--- src/rtl/fft_output_serializer.sv ---
// fft_output_serializer
//
// Parallel-to-serial converter at the back end of the 8-point FFT datapath.
// A start request in idle captures the packed parallel result and streams it
// out one CHUNK_WIDTH slice per clock, least-significant slice first. Each
// emitted slice is flagged valid, and a done pulse accompanies the final one.
//
// Ports:
//   clk                 single clock, rising edge
//   reset_n             synchronous reset, ACTIVE HIGH (1 = reset)
//   start_serialize     capture input_data and begin a transfer (idle only)
//   input_data          parallel vector, sampled on the accepting edge only
//   output_data         current slice, zero-extended to OUTPUT_WIDTH
//   output_valid        output_data holds a valid slice this cycle
//   serialization_done  one-cycle pulse coincident with the last slice
//
// INPUT_WIDTH must be a multiple of CHUNK_WIDTH, and CHUNK_WIDTH must not
// exceed OUTPUT_WIDTH.

module fft_output_serializer #(
  parameter int unsigned INPUT_WIDTH  = 256,
  parameter int unsigned OUTPUT_WIDTH = 32,
  parameter int unsigned CHUNK_WIDTH  = 32
) (
  input  logic                    clk,
  input  logic                    reset_n,
  input  logic                    start_serialize,
  input  logic [INPUT_WIDTH-1:0]  input_data,
  output logic [OUTPUT_WIDTH-1:0] output_data,
  output logic                    output_valid,
  output logic                    serialization_done
);

  localparam int unsigned NumBeats = INPUT_WIDTH / CHUNK_WIDTH;
  // Keep the counter at least one bit wide so N = 1 still elaborates.
  localparam int unsigned CntW = (NumBeats > 1) ? $clog2(NumBeats) : 1;
  localparam logic [CntW-1:0] LastBeat = CntW'(NumBeats - 1);

  typedef enum logic {StIdle, StShift} state_e;

  state_e                  state_q, state_d;
  logic [CntW-1:0]         cnt_q, cnt_d;
  logic [INPUT_WIDTH-1:0]  shift_q, shift_d;
  logic [OUTPUT_WIDTH-1:0] data_q, data_d;
  logic                    valid_q, valid_d;
  logic                    done_q, done_d;

  always_ff @(posedge clk) begin
    if (reset_n) begin
      state_q <= StIdle;
      cnt_q   <= '0;
      shift_q <= '0;
      data_q  <= '0;
      valid_q <= 1'b0;
      done_q  <= 1'b0;
    end else begin
      state_q <= state_d;
      cnt_q   <= cnt_d;
      shift_q <= shift_d;
      data_q  <= data_d;
      valid_q <= valid_d;
      done_q  <= done_d;
    end
  end

  always_comb begin
    state_d = state_q;
    cnt_d   = cnt_q;
    shift_d = shift_q;
    data_d  = '0;
    valid_d = 1'b0;
    done_d  = 1'b0;

    unique case (state_q)
      StIdle: begin
        if (start_serialize) begin
          // Slice 0 goes straight out; the register keeps the pending slices
          // aligned so the next one always sits in the low chunk.
          shift_d                 = input_data >> CHUNK_WIDTH;
          data_d[CHUNK_WIDTH-1:0] = input_data[CHUNK_WIDTH-1:0];
          valid_d                 = 1'b1;
          if (NumBeats == 1) begin
            done_d = 1'b1;
            cnt_d  = '0;
          end else begin
            cnt_d   = CntW'(1);
            state_d = StShift;
          end
        end
      end
      StShift: begin
        data_d[CHUNK_WIDTH-1:0] = shift_q[CHUNK_WIDTH-1:0];
        shift_d                 = shift_q >> CHUNK_WIDTH;
        valid_d                 = 1'b1;
        if (cnt_q == LastBeat) begin
          // Back in idle on this edge so a start on the next edge streams on
          // without a gap.
          done_d  = 1'b1;
          cnt_d   = '0;
          state_d = StIdle;
        end else begin
          cnt_d = cnt_q + CntW'(1);
        end
      end
      default: state_d = StIdle;
    endcase
  end

  assign output_data        = data_q;
  assign output_valid       = valid_q;
  assign serialization_done = done_q;

endmodule

--- config.mk ---
export PLATFORM = sky130hd
export DESIGN_NAME = fft_output_serializer
export DESIGN_NICKNAME = d
export VERILOG_FILES = /design/src/rtl/fft_output_serializer.sv
export SDC_FILE = /design/constraint.sdc
export NUM_CORES = 1
export LEC_CHECK = 0
export ABC_AREA = 1
export ABC_CLOCK_PERIOD_IN_PS = 1300
export BUFFER_PORTS_ARGS = -buffer_cell sky130_fd_sc_hd__buf_2
export CORE_ASPECT_RATIO = 0.8
export CORE_MARGIN = 1
export CORE_UTILIZATION = 46
export CTS_BUF_LIST = sky130_fd_sc_hd__clkbuf_4
export CTS_CLUSTER_DIAMETER = 100
export DETAILED_ROUTE_END_ITERATION = 7
export PLACE_DENSITY = 0.75
export SYNTH_ARGS = -nofsm -noshare
export SYNTH_HDL_FRONTEND = slang
export SYNTH_SLANG_ARGS = --single-unit
--- constraint.sdc ---
create_clock -name clk -period 1.3 [get_ports clk]
set_input_delay 0.065 -clock clk [delete_from_list [all_inputs] [get_ports clk]]
set_output_delay 0.065 -clock clk [all_outputs]
set_load 0.01 [all_outputs]
==> impl_results.md <==
- # clock sinks: 262
- Area Growth Syn to Fin: 50.93%
- Crit path time final: 1.381 ns
- Seq pwr share: 43.3%
- YS warnings: 0
- Yosys cell types: 18
- Clk slew on worst S/H paths: 0.07 ns
- Sw Share: 27.83%
- Failing checks: setup timing
- Worst setup SP type: flop
- Core region area: 24690 sq um
- DP Worst Slack: 0.02106 ns
- Worst r2r src: state_q$_SDFF_PP0_
- Worst rel slew slack: 70.93%
- HP Class: in -> reg
- Drt initial violations: 1441
- Slew Viols, Final: 0
- RePlAce Congestion: 0.8462
- P_leak: 9.380 nW
- CTS root buf: clkbuf_4
- Post-route DRC violation count: 0
- Flop-to-flop setup slack: -0.08 ns
- Critical Path End: shift_q[153]$_SDFFE_PP0P_
- First-pass GRT wire length: 66550 microns
- Synth Area per Inst: 6.668 sq um
- Fmax: 724.1 MHz
- Die footprint: 26110 sq um
- Period utilisation layout: 106.2%
- Initial antenna violation count: 2
- Worst EP arrival: 1.97 ns
- Most used cell, CP: nand3_1
- PortBufs: 292
- Worst-path cell chain: buf_6 > clkinv_8 > buf_16 > nand3_1 > nand3_1 > nand2_1 > inv_1
- Total of max-cap violations: 0
- Crit. End Element: flop
- R2r endpoint: shift_q[153]$_SDFFE_PP0P_
- VDD IR max: 716.7 uV
- All-Layer GR Usage: 32.38%
- Cts bufs inserted: 70
- Total number of vias: 14337
- Post-layout util: 71.60%
- Worst-path fanout max: 22
- IO Pins: 293
- Clock Power Share: 38.9%
- Drt wl/cell: 17.44 microns
- Share of cells above drive strength 1: 21.71%
- Hold_ws: 0.1609 ns
- Vias in the first global route: 13452
- Worst clock skew: 0.05424 ns
- DRT Pass-1 Iters: 8
- Slowest-stage cell, CP: dfxtp_4
- Post-synthesis sequential area ratio: 44.77%
- Syn_nets: 2018
- Largest net degree at the start of global routing: 89
- Post-route insts no fill: 2684
- H-tree depth: 3
- Drt total wl: 46800 microns
- Clock Path Buffers: 3
- Fin worst setup slack: -0.08098 ns
- Worst-case reg-to-reg path depth: 7
- Clk_lat worst skew: 0.71 ns
- Final-stage net count: 2581
- Worst Setup Path Type: reg -> reg
- Dpl cells: 2278
- Final-report setup violation count: 18
- Internal power: 0.01468 W
- Critical path origin: state_q$_SDFF_PP0_
- Die X: 180.4 microns
- RSZ-0062 raised after global routing: yes
- Yosys reg bits: 262
- Net switching power: 0.005661 W
- Worst path max stage delay: 0.44 ns
- Global route total overflow: 0
- Chip height: 144.7 microns
- Gate Count Post-Synth: 1757
- # rows: 51
- Drt via density: 5.342
- Initial Utilization: 47.44%
- Setup tns final: -0.3862 ns
- CTS tree: done
- Status: finished with violations
- Slew at the pin closest to its max-slew limit: 0.4361 ns
- Pwr Density: 1150 nW/um^2
- Logic gate share of total power: 17.8%
- Post-DRT Antenna Nets: 0
- Detailed placement HPWL: 24260 microns
- Final hold vios: 0
- Synthesized area: 11710 sq um
- CP required: 1.89 ns
==> final cells by class <==
class	instances	area (sq um)
Tap cell	318	397.9
Clock buffer	104	780.7
Timing Repair inverter	2	20.02
Antenna cell	3	7.507
Fill cell	1842	7013
Timing Repair Buffer	618	5196
Clock inverter	11	151.4
Sequential cell	262	5250
Multi-Input combinational cell	1170	5125
Inverter	196	753.2
==> worst max-delay path, delay by kind of cell (launching register included) <==
kind / cells / cell delay [ns]
flops: 1 / 0.44
buf+inv: 4 / 0.44
simple gates: 3 / 0.37
==> power by group through the flow <==
stage | clock network, W | logic, W | registers [W]
after floorplan | 0 | 0.00156 | 0.00886
after global routing | 0.00843 | 0.00390 | 0.00882
after global placement | 0 | 0.00242 | 0.00894
after detailed placement | 0 | 0.00246 | 0.00895
after CTS | 0.00794 | 0.00309 | 0.00877
final | 0.00792 | 0.00362 | 0.00880
==> layer usage <==
layer	part of all wire, %	global-route usage, %	vias to the layer above
met2	46	53.73	935
met3	10	8.183	216
li1	-	-	6627
met1	38	38.96	6559
met5	0	0	-
met4	5.3	17.63	0
==> registers in the layout, indices dropped and copies added, names as in the netlist <==
signal              cells
cnt_q                   3
shift_q               224
state_q                 1
output_data            32
serialization_done      1
output_valid            1
==> logic make-up (layout without fill, tap and decap cells) <==
group           after synthesis  in the layout  share of synthesized area [%]
simple gates               1101           1101                          39.56
fa+ha+maj                     2              2                         0.2136
compound gates               67             67                          2.862
flops                       262            262                          44.77
other cells                   0              3                              0
buf+inv                     325            931                          12.59
==> cells in the final DEF, fill, tap and decap left out, types with 4 or more instances in the layout <==
cell type        n
nand2_2         10
dlygate4sd3_1  258
nand3_2         14
buf_2          291
buf_12          21
bufinv_16        4
buf_8            4
nand2_1        701
clkbuf_16       11
dfxtp_1        260
a21oi_2          8
buf_6            9
clkinv_1         4
buf_4           18
clkbuf_4       104
inv_1          193
nand3_1        370
a21oi_1         58
buf_16           6
==> synthesized netlist by cell type <==
library cell / instances / area [sq um]
nand2_1: 711 / 2669
nand3_1: 384 / 1922
inv_2: 2 / 7.510
nor3b_1: 1 / 7.510
ha_1: 2 / 25.02
and3_1: 1 / 6.260
buf_2: 66 / 330.3
buf_6: 1 / 11.26
buf_1: 3 / 11.26
a21oi_1: 66 / 330.3
o21ai_0: 1 / 5.000
dfxtp_1: 262 / 5245
nor2_4: 2 / 22.52
buf_4: 44 / 330.3
clkbuf_1: 15 / 56.30
clkinv_1: 1 / 3.750
inv_1: 193 / 724.4
nor2_1: 2 / 7.510
==> what timing repair did <==
item	in CTS	in global routing
setup buffers	0	13
gates resized for setup	3	64
gates cloned	0	17
hold endpoints to repair	261	0
pin swaps	1	3
endpoints found under the setup margin	2	153
hold buffers	258	0
==> how the worst min path moves through the flow <==
stage                         start                         end  slack (ns)  cells after the start
CTS                 input_data[227]   shift_q[195]$_SDFFE_PP0P_        0.12                      4
detailed placement    input_data[1]   output_data[1]$_SDFF_PP0_        0.32                      3
floorplan            input_data[14]  output_data[14]$_SDFF_PP0_        0.21                      2
global route        input_data[234]   shift_q[202]$_SDFFE_PP0P_        0.14                      4
finish              input_data[233]   shift_q[201]$_SDFFE_PP0P_        0.16                      4
global placement     input_data[11]  output_data[11]$_SDFF_PP0_        0.32                      3
==> metrics by stage <==
stage               power (W)  cell area (sq um)
global route          0.02115              17680
CTS                   0.01980              16980
finish                0.02034              17680
floorplan             0.01042              11720
detailed placement    0.01141              13460
global placement      0.01135              13460
Note: power is estimated with default switching activity, not from simulation.
